## config.mk

```make
export PLATFORM = sky130hd
export DESIGN_NAME = ga_mutation_arb_flat
export DESIGN_NICKNAME = d
export VERILOG_FILES = /design/src/rtl/ga_pkg.sv /design/src/rtl/ga_mutation_arb_if.sv /design/src/rtl/ga_rr_arb2.sv /design/src/rtl/ga_mutation_arb.sv /design/src/flat_wrapper.sv
export SDC_FILE = /design/constraint.sdc
export NUM_CORES = 1
export LEC_CHECK = 0
export BUFFER_PORTS_ARGS = -buffer_cell sky130_fd_sc_hd__buf_2
export CAP_MARGIN = 30
export CORE_AREA = 4 4 236 238
export DETAILED_ROUTE_END_ITERATION = 10
export DIE_AREA = 0 0 240 242
export PLACE_DENSITY = 0.34
export SYNTH_ARGS = -nofsm -noshare
export SYNTH_HDL_FRONTEND = slang
export SYNTH_HIERARCHICAL = 1
export SYNTH_SLANG_ARGS = --single-unit
```

## constraint.sdc

```tcl
create_clock -name clk -period 2.07 [get_ports clk]
set_input_delay 0.207 -clock clk [delete_from_list [all_inputs] [get_ports clk]]
set_output_delay 0.207 -clock clk [all_outputs]
set_load 0.05 [all_outputs]
```

## src/rtl/ga_pkg.sv

```systemverilog
// Shared constants and types for the GA mutation-path blocks.
// Holds the datapath sizing and the state encoding of the mutation input arbiter.
package ga_pkg;

  localparam int DATA_W      = 6;
  localparam int M_MAX       = 32;
  localparam int P_MAX       = 1024;
  localparam int CHROM_MAX_W = DATA_W * M_MAX;
  localparam int P_MAX_W     = $clog2(P_MAX + 1);

  typedef enum logic [1:0] {
    IDLE = 2'd0,
    ARB  = 2'd1,
    HOLD = 2'd2,
    DONE = 2'd3
  } ga_mut_arb_st_t;

endpackage

```

## src/rtl/ga_mutation_arb_if.sv

```systemverilog
// Bundle between the two crossover units, the mutation datapath,
// the generation sequencer and the mutation input arbiter.
// master: the arbiter side; slave: everything around it.
interface ga_mutation_arb_if;
  import ga_pkg::*;

  logic [P_MAX_W-1:0]     cnfg_p;
  logic                   gen_start;
  logic                   child0_valid;
  logic [CHROM_MAX_W-1:0] child0;
  logic                   child0_ack;
  logic                   child1_valid;
  logic [CHROM_MAX_W-1:0] child1;
  logic                   child1_ack;
  logic                   mut_child_valid;
  logic [CHROM_MAX_W-1:0] mut_child;
  logic                   mut_child_ack;
  logic                   gen_busy;
  logic                   gen_done;
  logic [P_MAX_W-1:0]     child_cnt;

  modport master (
    input  cnfg_p, gen_start,
    input  child0_valid, child0, child1_valid, child1, mut_child_ack,
    output child0_ack, child1_ack, mut_child_valid, mut_child,
    output gen_busy, gen_done, child_cnt
  );

  modport slave (
    output cnfg_p, gen_start,
    output child0_valid, child0, child1_valid, child1, mut_child_ack,
    input  child0_ack, child1_ack, mut_child_valid, mut_child,
    input  gen_busy, gen_done, child_cnt
  );

endinterface

```

## src/rtl/ga_rr_arb2.sv

```systemverilog
// Two-request arbiter used to pick which crossover unit feeds mutation next.
// Default: round-robin, the pointer moves past the source just served on
// every transfer strobe. With GA_MUT_ARB_FIXED_PRIO_EN defined, request 0
// always wins and no pointer state exists.
module ga_rr_arb2 (
  input  logic       clk,
  input  logic       rstn,
  input  logic       sw_rst,
  input  logic [1:0] req,
  input  logic       next,
  input  logic       served,
  output logic       grant
);

`ifdef GA_MUT_ARB_FIXED_PRIO_EN

  // Source 1 is chosen only when source 0 is not requesting.
  assign grant = req[1] & ~req[0];

  logic unused;
  assign unused = &{1'b0, clk, rstn, sw_rst, next, served};

`else

  logic rr;

  // Pointer to the preferred source; after a transfer the other source is preferred.
  // NOTE: sequential state is written with non-blocking assignments only, so every
  // flop samples the pre-edge values regardless of statement order.
  always_ff @(posedge clk or negedge rstn) begin
    if (!rstn) begin
      rr <= 1'b0;
    end else if (sw_rst) begin
      rr <= 1'b0;
    end else if (next) begin
      rr <= ~served;
    end
  end

  // Contention goes to the pointer; a lone request wins outright.
  assign grant = (req == 2'b11) ? rr : (req[1] & ~req[0]);

`endif

endmodule

```

## src/rtl/ga_mutation_arb.sv

```systemverilog
// Scheduler in front of ga_mutation: forwards children from two crossover
// units one at a time and counts them against the generation size.
// Build option: GA_MUT_ARB_FIXED_PRIO_EN selects fixed priority (source 0
// wins) instead of round-robin inside ga_rr_arb2.
module ga_mutation_arb
  import ga_pkg::*;
(
  input  logic              clk,
  input  logic              rstn,
  input  logic              sw_rst,
  ga_mutation_arb_if.master bus
);

  ga_mut_arb_st_t     st;
  ga_mut_arb_st_t     st_nxt;
  logic               grant_r;
  logic               arb_grant;
  logic [P_MAX_W-1:0] p_r;
  logic [P_MAX_W-1:0] cnt_r;
  logic               any_valid;
  logic               sel_valid;
  logic               xfer;
  logic               last;

  assign any_valid = bus.child0_valid | bus.child1_valid;
  assign sel_valid = grant_r ? bus.child1_valid : bus.child0_valid;
  assign xfer      = (st == HOLD) & sel_valid & bus.mut_child_ack;
  assign last      = (cnt_r + 1'b1) == p_r;

  ga_rr_arb2 u_arb (
    .clk    (clk),
    .rstn   (rstn),
    .sw_rst (sw_rst),
    .req    ({bus.child1_valid, bus.child0_valid}),
    .next   (xfer),
    .served (grant_r),
    .grant  (arb_grant)
  );

  // State register; soft reset overrides any transition.
  always_ff @(posedge clk or negedge rstn) begin
    if (!rstn) begin
      st <= IDLE;
    end else if (sw_rst) begin
      st <= IDLE;
    end else begin
      st <= st_nxt;
    end
  end

  // Next-state logic: a grant is held until its transfer completes.
  // NOTE: every signal assigned in a combinational block gets a default first,
  // so no path leaves it unassigned and no latch is inferred.
  always_comb begin
    st_nxt = st;
    unique case (st)
      IDLE: if (bus.gen_start) st_nxt = (bus.cnfg_p == '0) ? DONE : ARB;
      ARB:  if (any_valid)     st_nxt = HOLD;
      HOLD: if (xfer)          st_nxt = last ? DONE : ARB;
      DONE:                    st_nxt = IDLE;
      default:                 st_nxt = IDLE;
    endcase
  end

  // Generation size, locked grant and forwarded-child counter.
  always_ff @(posedge clk or negedge rstn) begin
    if (!rstn) begin
      grant_r <= 1'b0;
      p_r     <= '0;
      cnt_r   <= '0;
    end else if (sw_rst) begin
      grant_r <= 1'b0;
      p_r     <= '0;
      cnt_r   <= '0;
    end else begin
      if (st == IDLE && bus.gen_start) begin
        p_r   <= bus.cnfg_p;
        cnt_r <= '0;
      end
      if (st == ARB && any_valid) begin
        grant_r <= arb_grant;
      end
      if (xfer) begin
        cnt_r <= cnt_r + 1'b1;
      end
    end
  end

  // Outputs: the datapath mux and ack steering are only live in HOLD.
  always_comb begin
    bus.mut_child_valid = 1'b0;
    bus.mut_child       = '0;
    bus.child0_ack      = 1'b0;
    bus.child1_ack      = 1'b0;
    bus.gen_busy        = (st != IDLE);
    bus.gen_done        = (st == DONE);
    if (st == HOLD) begin
      bus.mut_child_valid = sel_valid;
      bus.mut_child       = grant_r ? bus.child1 : bus.child0;
      bus.child0_ack      = ~grant_r & bus.mut_child_ack;
      bus.child1_ack      =  grant_r & bus.mut_child_ack;
    end
  end

  assign bus.child_cnt = cnt_r;

endmodule

```

## src/flat_wrapper.sv

```systemverilog
// flat-port wrapper written by rule: the top's interface ports become plain ports
module ga_mutation_arb_flat import ga_pkg::*;
  (clk, rstn, sw_rst, bus_cnfg_p, bus_gen_start, bus_child0_valid, bus_child0, bus_child1_valid, bus_child1, bus_mut_child_ack, bus_child0_ack, bus_child1_ack, bus_mut_child_valid, bus_mut_child, bus_gen_busy, bus_gen_done, bus_child_cnt);
  ga_mutation_arb_if bus_i ();
  input  logic clk;
  input  logic rstn;
  input  logic sw_rst;
  input wire logic [$bits(bus_i.cnfg_p)-1:0] bus_cnfg_p;
  input wire logic [$bits(bus_i.gen_start)-1:0] bus_gen_start;
  input wire logic [$bits(bus_i.child0_valid)-1:0] bus_child0_valid;
  input wire logic [$bits(bus_i.child0)-1:0] bus_child0;
  input wire logic [$bits(bus_i.child1_valid)-1:0] bus_child1_valid;
  input wire logic [$bits(bus_i.child1)-1:0] bus_child1;
  input wire logic [$bits(bus_i.mut_child_ack)-1:0] bus_mut_child_ack;
  output wire logic [$bits(bus_i.child0_ack)-1:0] bus_child0_ack;
  output wire logic [$bits(bus_i.child1_ack)-1:0] bus_child1_ack;
  output wire logic [$bits(bus_i.mut_child_valid)-1:0] bus_mut_child_valid;
  output wire logic [$bits(bus_i.mut_child)-1:0] bus_mut_child;
  output wire logic [$bits(bus_i.gen_busy)-1:0] bus_gen_busy;
  output wire logic [$bits(bus_i.gen_done)-1:0] bus_gen_done;
  output wire logic [$bits(bus_i.child_cnt)-1:0] bus_child_cnt;
  assign bus_i.cnfg_p = bus_cnfg_p;
  assign bus_i.gen_start = bus_gen_start;
  assign bus_i.child0_valid = bus_child0_valid;
  assign bus_i.child0 = bus_child0;
  assign bus_i.child1_valid = bus_child1_valid;
  assign bus_i.child1 = bus_child1;
  assign bus_i.mut_child_ack = bus_mut_child_ack;
  assign bus_child0_ack = bus_i.child0_ack;
  assign bus_child1_ack = bus_i.child1_ack;
  assign bus_mut_child_valid = bus_i.mut_child_valid;
  assign bus_mut_child = bus_i.mut_child;
  assign bus_gen_busy = bus_i.gen_busy;
  assign bus_gen_done = bus_i.gen_done;
  assign bus_child_cnt = bus_i.child_cnt;
  ga_mutation_arb u_core (.clk(clk), .rstn(rstn), .sw_rst(sw_rst), .bus(bus_i));
endmodule
```

==> results of run 1 <==
==> layout make-up <==
class | count | area share, %
timing repair buffer | 652 | 42.85
multi-input combinational | 509 | 39.97
tap | 696 | 9.026
sequential | 26 | 6.834
clock buffer | 3 | 0.7781
clock inverter | 1 | 0.3112
inverter | 6 | 0.2334
==> report_power, final <==
part | switching [mW] | internal (mW)
registers | 0.0259 | 0.530
clock network | 0.181 | 0.385
logic | 1.35 | 0.813
total | 1.55 | 1.73
==> layout by cell type (no fill, tap or decap), types with 6 or more instances in the layout <==
cell / Yosys / layout
mux2i_1: 194 / 177
nor2_2: 0 / 103
a22o_1: 12 / 12
nand2_1: 11 / 11
buf_2: 6 / 535
inv_1: 6 / 6
dfrtp_1: 26 / 21
buf_4: 0 / 44
o21ai_0: 12 / 12
buf_12: 0 / 36
nor2_1: 209 / 106
clkbuf_4: 0 / 28
xor2_1: 6 / 6
xnor2_1: 11 / 9
mux2i_2: 0 / 13
nand3_1: 10 / 9
==> cells in the mapped netlist <==
cell type  count  area (um^2)
or3_1          2        12.51
a311oi_1       1        8.760
nor4_2         1        12.51
nor4_1         1        6.260
a211oi_2       1        12.51
or4_4          1        11.26
a22o_1        12        105.1
o211ai_1       1        7.510
ha_1           1        12.51
nor3_1         5        25.02
o21a_1         2        15.01
and3_2         1        7.510
and3_1         3        18.77
clkbuf_1      30        112.6
o21ai_0       12        60.06
and2_1         2        12.51
xnor2_1       11        96.34
a21boi_0       1        7.510
inv_1          6        22.52
nand3b_1       1        7.510
nor2b_1        2        12.51
a211oi_1       1        7.510
nand2b_1       3        18.77
or4_1          1        7.510
nand2_1       11        41.29
buf_2          6        30.03
a21o_1         2        15.01
a21oi_1        4        20.02
nand4_1        2        12.51
or2_2          1        6.260
dfrtp_1       26        650.6
nand3_1       10        50.05
xor2_1         6        52.55
o311ai_1       1        8.760
mux2i_1      194         1942
buf_1         13        48.80
nor2_1       209        784.5
o31ai_1        3        22.52
==> kinds of logic (layout without fill, tap and decap cells) <==
group	after synthesis	count (layout)	synth area share, %
AO/OA/AOI/OAI	41	41	6.742
XOR/XNOR	17	17	3.458
adder cells (fa/ha/maj)	1	1	0.2906
buffers and inverters	55	662	4.970
flip-flops	26	26	15.11
multiplexers	194	194	45.10
AND/OR/NAND/NOR	256	256	24.32
==> path summary, 6_finish.rpt <==
check | endpoint | cells past startpoint
setup reg to reg | u_core/st[1]$_DFFE_PN0P_ | 6
max in group asynchronous | u_core/grant_r$_DFFE_PN0P_ | 2
hold / removal | u_core/p_r[5]$_DFFE_PN0P_ | 2
min in group asynchronous | u_core/p_r[3]$_DFFE_PN0P_ | 2
setup / recovery | bus_mut_child[27] | 5
hold reg to reg | u_core/p_r[7]$_DFFE_PN0P_ | 1
==> state kept, by name, summed over array words and instances (netlist names) <==
name,flops
u_core/st,2
u_core/grant_r,1
u_core/p_r,11
u_core/u_arb/rr,1
u_core/bus.child_cnt,11
==> per-layer routing <==
metal | track usage (%) | share of wire, % | vias to the layer above
li1 | - | - | 3240
met2 | 20.32 | 52 | 362
met1 | 12.50 | 40 | 2909
met5 | 0 | 0.039 | -
met4 | 1.002 | 0.43 | 2
met3 | 2.140 | 8.0 | 14
==> through the flow <==
| stage | worst slack, ns | utilization, % | cells |
|---|---|---|---|
| final | -0.01601 | 18.00 | 1893 |
| after global routing | -0.03338 | 18.00 | 1893 |
| after CTS | 0.001168 | 17.51 | 1892 |
| after detailed placement | -0.09585 | 17.16 | 1887 |
| after global placement | -0.1421 | 17.16 | 1887 |
| after floorplan | -0.1861 | - | 590 |
==> what timing repair did <==
action,4_1_cts,5_1_grt
endpoints found under the setup margin,78,75
hold endpoints to repair,26,0
gates resized for setup,16,78
hold buffers,1,0
pin swaps,4,4
cloned,0,1
==> key figures, run 1 <==
Timing
  • Min Hold Slack: 0.1835 ns
  • Setup TNS: -0.01601 ns
  • Slew @ Worst Pin: 0.6684 ns
  • RSZ-0062 raised after global routing: yes
  • Fin worst setup slack: -0.01601 ns
  • Final setup violation count: 1
  • Slew headroom: 55.44%
  • Worst clock skew: 0.002227 ns
  • Final Hold Viols: 0
  • Final Cycle Share: 100.8%
  • Max-slew violations: 0
  • Final Critical Period: 2.086 ns
  • Max Freq: 479.4 MHz

CTS
  • Later-pin clock latency in the skew report: 0.26 ns
  • Total CTS buffers: 3
  • Root Buffer: clkbuf_16
  • Sink Count: 26
  • CTS tree: done
  • CTS H-tree depth: 1
  • Clock slew at the register clock pins of the worst setup and hold paths: 0.07 ns
  • Post-CTS Setup Inserts: 0
  • Bufs on Longest Clock Path: 2

Power and ir drop
  • P_leak: 4.444 nW
  • Worst VDD drop: 326.6 uV
  • P per Cell Area: 340.0 nW/um^2
  • Power Total: 3.280 mW

Place
  • # port buffers: 609
  • HPWL Detailed: 30450 um
  • Gpl congestion: 0.8843
  • Post-placement cell area: 9200 um^2

Setup path
  • CP endpoint kind: output port
  • Crit-path max FO: 28
  • Reg2Reg Launch Point: u_core/bus.child_cnt[0]$_DFFE_PN0P_
  • Max incr delay on CP: 0.46 ns
  • Family with the most delay on the worst path: buffers and inverters
  • CP startpoint: u_core/grant_r$_DFFE_PN0P_
  • Bufs and invs on worst path: 3
  • Critical path's slowest cell: dfrtp_4
  • Required time worst endpoint: 1.86 ns
  • R2R setup slack: 0.11 ns
  • WS Path Type: register to output port
  • CP cell instances: buf_12 -> buf_16 -> mux2i_1 -> nor2_1 -> buf_2
  • Critical path arrival: 1.88 ns
  • Startpoint Class: register

GRT
  • Largest net degree at the start of global routing: 102
  • Overall routing resource usage: 10.61%
  • Total grt overflow: 0
  • Initial antenna violation count: 2
  • First-pass GRT wire length: 46170 um
  • Vias in the first global route: 6679

Cells and area
  • Layout Nets: 1601
  • Share of post-route cells with drive strength above 1: 66.17%
  • Reg area: 659.4 um^2
  • Final Cell Area: 9648 um^2
  • Fill count: 6145
  • Area used by multi-input combinational logic: 3856 um^2
  • ANT cells: 0
  • Area grow syn2layout: 124.1%

Routing
  • Initial DRC Count: 245
  • DRT antenna net count: 0
  • Post-DR vias/cell: 3.448
  • Total iterations of the first detailed-routing run: 4
  • DRC: 0
  • Avg WL per Cell: 17.83 um
  • Total number of vias: 6527
  • Total routed wirelength: 33760 um

Floorplan
  • Boundary Pins: 610
  • Die width: 240 um
  • Initial core utilization: 8.032%
  • Die ar.: 58080 um^2
  • # rows: 85
  • Die H: 242 um
  • CORE AREA: 53600 um^2

Synthesis
  • Synth Cell Area: 4305 um^2
  • Synth warnings: 6
  • Syn_nets: 993
  • Post-synthesis cell type count: 38
  • Synthesized flop and latch total: 26
  • Register area share after synthesis: 15.11%
  • Syn_area_per_cell: 7.297 um^2
  • Syn Inst Count: 590

Run status
  • Failing checks: negative setup slack
  • Status: finished, violations left

Hold path
  • Hold wc startpoint: bus_cnfg_p[5]
  • Min-Delay Path Class: input pin to register

Run
  • Max_cap viols: 0
Note: power is estimated with default switching activity, not from simulation.
==> inputs of run 2 (changes only) <==
--- a/config.mk
+++ b/config.mk
@@ -7,3 +7,2 @@
 export LEC_CHECK = 0
-export BUFFER_PORTS_ARGS = -buffer_cell sky130_fd_sc_hd__buf_2
 export CAP_MARGIN = 30
@@ -12,3 +11,4 @@
 export DIE_AREA = 0 0 240 242
-export PLACE_DENSITY = 0.34
+export DONT_BUFFER_PORTS = 1
+export PLACE_DENSITY = 0.3
 export SYNTH_ARGS = -nofsm -noshare
--- a/constraint.sdc
+++ b/constraint.sdc
@@ -3,2 +3,2 @@
 set_output_delay 0.207 -clock clk [all_outputs]
-set_load 0.05 [all_outputs]
+set_load 0.1 [all_outputs]
==> run 2 against run 1 <==
The run now ends clean. Sequential cell count did not move. Via count fell by 16%. Clock skew down 0.00057 ns. Non-clock buffer count decreased by 379.
==> key figures, run 2 (synthesized netlist as in run 1, its figures left out) <==
CTS
  • Bufs on Longest Clock Path: 2 (unchanged)
  • Clock slew at the register clock pins of the worst setup and hold paths: 0.07 ns (about the same)
  • CTS tree: done (unchanged)
  • CTS H-tree depth: 1 (unchanged)
  • Total CTS buffers: 3 (unchanged)
  • Root Buffer: clkbuf_16 (unchanged)
  • Sink Count: 26 (unchanged)
  • Later-pin clock latency in the skew report: 0.26 ns (about the same)

Setup path
  • Crit-path max FO: 23 (was 28)
  • Startpoint Class: register (unchanged)
  • CP cell instances: buf_12 -> buf_16 -> mux2i_1 -> buf_4 -> nor2_4 -> buf_12 (was buf_12 -> buf_16 -> mux2i_1 -> nor2_1 -> buf_2)
  • Critical path arrival: 1.82 ns (was 1.88 ns)
  • Critical path's slowest cell: dfrtp_4 (unchanged)
  • Required time worst endpoint: 1.86 ns (about the same)
  • Cell seen most often among critical-path stages: buf_12
  • CP endpoint kind: output port (unchanged)
  • Max incr delay on CP: 0.53 ns (was 0.46 ns)
  • WS Path Type: register to output port (unchanged)

Power and ir drop
  • Worst VDD drop: 191.4 uV (was 326.6 uV)
  • P_leak: 3.668 nW (was 4.444 nW)
  • P per Cell Area: 377.9 nW/um^2 (was 340.0 nW/um^2)

Floorplan
  • # rows: 85 (unchanged)
  • Initial core utilization: 8.032% (unchanged)
  • Die width: 240 um (unchanged)
  • CORE AREA: 53600 um^2 (unchanged)
  • Die H: 242 um (unchanged)
  • Die ar.: 58080 um^2 (unchanged)
  • Boundary Pins: 610 (unchanged)

Cells and area
  • Final Cell Area: 11710 um^2 (was 9648 um^2)
  • Layout Nets: 1222 (was 1601)
  • Most frequent cells in the layout: buf_12 (205), nor2_4 (174), mux2i_1 (107) (was buf_2 (535), mux2i_1 (177), nor2_1 (106))
  • Area grow syn2layout: 172.0% (was 124.1%)
  • Fin util: 21.85% (was 18.00%)
  • Share of post-route cells with drive strength above 1: 70.42% (was 66.17%)
  • Most common cell after layout, fill and taps aside: buf_12 (was buf_2)

Timing
  • Final Critical Period: 2.027 ns (was 2.086 ns)
  • Slew headroom: 63.45% (was 55.44%)
  • Final Hold Viols: 0 (unchanged)
  • RSZ-0062 raised after global routing: yes (unchanged)
  • Max-slew violations: 0 (unchanged)
  • Final setup violation count: 0 (was 1)
  • Worst clock skew: 0.001656 ns (was 0.002227 ns)
  • Max Freq: 493.4 MHz (was 479.4 MHz)
  • Slew @ Worst Pin: 0.5482 ns (was 0.6684 ns)
  • Final Cycle Share: 97.91% (was 100.8%)

Routing
  • Avg WL per Cell: 21.76 um (was 17.83 um)
  • Total number of vias: 5451 (was 6527)
  • Total iterations of the first detailed-routing run: 4 (unchanged)
  • Post-DR vias/cell: 3.598 (was 3.448)
  • DRC: 0 (unchanged)
  • Initial DRC Count: 213 (was 245)
  • Total routed wirelength: 32970 um (was 33760 um)
  • DRT antenna net count: 0 (unchanged)

Place
  • Gpl congestion: 0.8979 (was 0.8843)
  • # port buffers: 0 (was 609)
  • Post-placement cell area: 10860 um^2 (was 9200 um^2)
  • HPWL Detailed: 26890 um (was 30450 um)

GRT
  • GR Util met3: 2.311% (was 2.140%)
  • Most Crowded Layer GR: met2 (unchanged)
  • Initial antenna violation count: 3 (was 2)
  • First-pass GRT wire length: 42660 um (was 46170 um)
  • Largest net degree at the start of global routing: 53 (was 102)
  • Vias in the first global route: 5980 (was 6679)
  • GRT met2 Usage: 20.07% (was 20.32%)
  • GR Layer Usage met1: 10.30% (was 12.50%)
  • Overall routing resource usage: 9.947% (was 10.61%)
  • Total grt overflow: 0 (unchanged)

Run status
  • Status: finished clean (was finished, violations left)

Run
  • Max_cap viols: 0 (unchanged)

Hold path
  • Min-Delay Path Class: input pin to register (unchanged)
-- run 2: what timing repair did --
item	4_1_cts	5_1_grt
resized for setup	66	42
pin swaps	0	1
gates cloned	5	3
setup buffers	5	0
setup endpoints to repair	151	78
hold buffers	3	1
endpoints found under the hold margin	29	1
-- run 2: metal layers --
metal  share of wire [%]  vias to the layer above
met3                 8.2                       22
met2                  55                      376
met5                   0                        -
met1                  35                     2552
li1                    -                     2501
met4                 1.9                        0
-- run 2: layout make-up --
| class | instances | area [um^2] |
|---|---|---|
| Tap cell | 696 | 870.8 |
| Clock buffer | 4 | 88.84 |
| Multi-Input combinational cell | 509 | 5234 |
| Timing Repair Buffer | 273 | 4817 |
| Antenna cell | 1 | 2.502 |
| Fill cell | 5717 | 41890 |
| Sequential cell | 26 | 675.6 |
| Inverter | 6 | 22.52 |
-- run 2: through the flow --
stage	cells	power [mW]	TNS [ns]	hold WS, ns	worst slack (ns)
after floorplan	590	2.712	-11.83	-0.08859	-0.7403
after global placement	1493	3.835	0	-0.08712	0.08119
final	1515	4.426	0	0.07202	0.04332
after detailed placement	1493	3.832	0	-0.08718	0.03986
after global routing	1515	4.574	-0.1013	0.06084	-0.04455
after CTS	1510	4.435	-0.1884	0.004885	-0.02752
-- run 2: critical path: cells and delay by family, from the launching register on --
| family | cells | cell delay (ns) |
|---|---|---|
| and+or+nand+nor | 1 | 0.12 |
| muxes | 1 | 0.17 |
| buffers and inverters | 4 | 0.70 |
| DFF | 1 | 0.53 |
-- run 2: worst paths after layout --
| path | end | cells past startpoint | slack, ns | from |
|---|---|---|---|---|
| worst min-delay path | u_core/p_r[9]$_DFFE_PN0P_ | 1 | 0.07 | bus_cnfg_p[9] |
| worst max register to register | u_core/st[1]$_DFFE_PN0P_ | 6 | 0.05 | u_core/bus.child_cnt[1]$_DFFE_PN0P_ |
| worst min register to register | u_core/p_r[5]$_DFFE_PN0P_ | 1 | 0.53 | u_core/p_r[5]$_DFFE_PN0P_ |
| max in group asynchronous | u_core/bus.child_cnt[0]$_DFFE_PN0P_ | 2 | 1.52 | rstn |
| worst max-delay path | bus_mut_child[34] | 6 | 0.04 | u_core/grant_r$_DFFE_PN0P_ |
| min in group asynchronous | u_core/p_r[8]$_DFFE_PN0P_ | 2 | 0.38 | rstn |
-- run 2: report_power, final --
group,switching [mW],leakage [nW],internal (mW)
registers,0.0200,0.338,0.529
logic,2.19,3.29,1.20
clock network,0.189,0.0442,0.296
total,2.40,3.67,2.02
==> inputs of run 3 (changes only) <==
Settings changed: ABC_AREA set to 1, CORE_AREA 4 4 236 238 to 4 4 234 236, DIE_AREA 0 0 240 242 to 0 0 238 240.
==> run 3 against run 2 <==
Sequential power is 11% higher. Fmax hardly changed. Core utilization is 0.66 points lower. Non-clock buffer count is 22 lower.
==> key figures, run 3 <==
Floorplan
  • CORE AREA: 52450 um^2 (was 53600 um^2)
  • Initial core utilization: 8.100% (was 8.032%)
  • Boundary Pins: 610 (unchanged)
  • Die H: 240 um (was 242 um)
  • Die width: 238 um (was 240 um)
  • Die ar.: 57120 um^2 (was 58080 um^2)
  • # rows: 84 (was 85)

Synthesis
  • Ys flop type: dfrtp_1 (unchanged)
  • Syn_area_per_cell: 4.922 um^2 (was 7.297 um^2)
  • Async SR Flop Fraction: 100.0% (unchanged)
  • Post-synthesis cell type count: 28 (was 38)
  • Top cell type's share of synthesized area: 38.44% (was 45.10%)
  • Synth Cell Area: 4248 um^2 (was 4305 um^2)
  • Synth warnings: 6 (unchanged)
  • Top-count cell post-synth: nand2_1 (was nor2_1)
  • Largest cells by area after synthesis: nand2_1 (38%), a21oi_1 (23%), dfrtp_1 (15%) (was mux2i_1 (45%), nor2_1 (18%), dfrtp_1 (15%))
  • Post-synth EDFFs: 0 (unchanged)
  • Synthesized flop and latch total: 26 (unchanged)
  • Synth cell count leaders: nand2_1 (435), a21oi_1 (194), clkbuf_1 (47) (was nor2_1 (209), mux2i_1 (194), clkbuf_1 (30))
  • Yosys top cell by area: nand2_1 (was mux2i_1)
  • Syn Inst Count: 863 (was 590)
  • Syn_nets: 1266 (was 993)
  • Register area share after synthesis: 15.32% (was 15.11%)

Routing
  • Total iterations of the first detailed-routing run: 4 (unchanged)
  • Avg WL per Cell: 23.28 um (was 21.76 um)
  • Post-DR vias/cell: 3.822 (was 3.598)
  • DRT antenna net count: 0 (unchanged)
  • DRC: 0 (unchanged)
  • Total number of vias: 6662 (was 5451)
  • Initial DRC Count: 221 (was 213)
  • Total routed wirelength: 40580 um (was 32970 um)

Cells and area
  • Share of post-route cells with drive strength above 1: 45.34% (was 70.42%)
  • Fin util: 21.19% (was 21.85%)
  • Area grow syn2layout: 161.6% (was 172.0%)
  • Most frequent cells in the layout: nand2_1 (430), buf_12 (201), a21oi_4 (100) (was buf_12 (205), nor2_4 (174), mux2i_1 (107))
  • Area used by multi-input combinational logic: 4707 um^2 (was 5234 um^2)
  • Fill count: 5783 (was 5717)
  • Most common cell after layout, fill and taps aside: nand2_1 (was buf_12)
  • Reg area: 654.4 um^2 (was 675.6 um^2)
  • Final Cell Area: 11110 um^2 (was 11710 um^2)
  • Layout Nets: 1456 (was 1222)

CTS
  • Bufs on Longest Clock Path: 2 (unchanged)
  • Sink Count: 26 (unchanged)
  • Clock slew at the register clock pins of the worst setup and hold paths: 0.07 ns (about the same)
  • CTS tree: done (unchanged)
  • Later-pin clock latency in the skew report: 0.26 ns (about the same)
  • Root Buffer: clkbuf_16 (unchanged)
  • Total CTS buffers: 3 (unchanged)
  • CTS H-tree depth: 1 (unchanged)

GRT
  • Overall routing resource usage: 12.59% (was 9.947%)
  • Total grt overflow: 0 (unchanged)
  • Largest net degree at the start of global routing: 79 (was 53)
  • Initial antenna violation count: 9 (was 3)
  • Vias in the first global route: 7099 (was 5980)
  • First-pass GRT wire length: 52940 um (was 42660 um)

Place
  • HPWL Detailed: 34210 um (was 26890 um)
  • Post-placement cell area: 10690 um^2 (was 10860 um^2)
  • Post-Place Worst Slack: 0.2050 ns (was 0.03986 ns)
  • # port buffers: 0 (unchanged)
  • Gpl congestion: 0.8320 (was 0.8979)

Timing
  • Max-slew violations: 0 (unchanged)
  • Final Critical Period: 2.028 ns (was 2.027 ns)
  • RSZ-0062 raised after global routing: yes (unchanged)
  • Fin worst setup slack: 0.04228 ns (was 0.04332 ns)
  • Slew headroom: 68.09% (was 63.45%)
  • Slew @ Worst Pin: 0.4786 ns (was 0.5482 ns)
  • Worst clock skew: 0.002041 ns (was 0.001656 ns)
  • Final Cycle Share: 97.96% (was 97.91%)
  • Min Hold Slack: 0.01222 ns (was 0.07202 ns)
  • Final setup violation count: 0 (unchanged)
  • Final Hold Viols: 0 (unchanged)
  • Max Freq: 493.2 MHz (was 493.4 MHz)

Setup path
  • Required time worst endpoint: 1.86 ns (about the same)
  • CP endpoint kind: output port (unchanged)
  • Crit-path max FO: 7 (was 23)
  • Critical path arrival: 1.82 ns (about the same)
  • Startpoint Class: register (unchanged)
  • WS Path Type: register to output port (unchanged)

Power and ir drop
  • P per Cell Area: 1141 nW/um^2 (was 377.9 nW/um^2)
  • P_leak: 3.970 nW (was 3.668 nW)
  • Worst VDD drop: 447.8 uV (was 191.4 uV)

Run status
  • Status: finished clean (unchanged)

Hold path
  • Min-Delay Path Class: input pin to register (unchanged)

Run
  • Max_cap viols: 0 (unchanged)
==> run 3: timing repair <==
item,CTS,global route
resized for setup,4,16
hold buffers,3,0
setup endpoints to repair,28,87
hold endpoints to repair,27,0
pin swaps,1,5
cloned,1,5
setup buffers,3,2
==> run 3: metrics by stage <==
stage          setup TNS, ns  std cells  power [mW]
2_1_floorplan         -59.68        863       7.604
3_3_place_gp               0       1722       11.93
3_5_place_dp               0       1722       11.97
4_1_cts                    0       1733       12.59
5_1_grt            -0.003300       1743       13.19
6_report                   0       1743       12.69
==> run 3: worst paths after layout <==
kind,startpoint,end,slack (ns),cells after the start
min in group asynchronous,rstn,u_core/p_r[7]$_DFFE_PN0P_,0.42,2
setup / recovery,u_core/grant_r$_DFFE_PN0P_,bus_mut_child[6],0.04,6
setup reg to reg,u_core/grant_r$_DFFE_PN0P_,u_core/bus.child_cnt[9]$_DFFE_PN0P_,0.36,6
hold / removal,sw_rst,u_core/grant_r$_DFFE_PN0P_,0.01,1
hold reg to reg,u_core/p_r[4]$_DFFE_PN0P_,u_core/p_r[4]$_DFFE_PN0P_,0.50,2
max in group asynchronous,rstn,u_core/grant_r$_DFFE_PN0P_,1.48,2
==> run 3: report_power, final <==
group	switching, mW	internal (mW)	total (mW)	leakage [nW]
clock network	0.186	0.296	0.482	0.0442
logic	8.06	3.53	11.6	3.57
registers	0.0455	0.564	0.610	0.354
==> run 3: cells by family after synthesis <==
family	synth area share, %
adders and majority gates	0.2945
AOI/OAI and AO/OA	26.54
buffers and inverters	9.455
and+or+nand+nor	48.19
xor gates and xnor gates	0.2062
DFF	15.32
==> run 3: routing by layer <==
layer / GRT usage, % / routed length (um) / up-vias
li1: - / - / 3159
met1: 13.86 / 14720 / 3092
met2: 23.13 / 21000 / 353
met3: 3.923 / 3405 / 46
met4: 3.905 / 1359 / 12
met5: 0 / 84 / -
==> run 3: final cells by class <==
class | count | area share (%)
clock buffers | 4 | 0.7994
diodes | 3 | 0.06755
well taps | 688 | 7.746
inverters | 37 | 1.362
multi-input cells | 734 | 42.36
repair buffers | 251 | 41.78
flip-flops and latches | 26 | 5.888
==> run 3: worst max-delay path, stage by stage, from the launching register on <==
cell      delay [ns]
dfrtp_4         0.53
clkinv_8        0.11
buf_16          0.16
buf_4           0.18
nand2_1         0.15
a21oi_4         0.19
buf_12          0.19
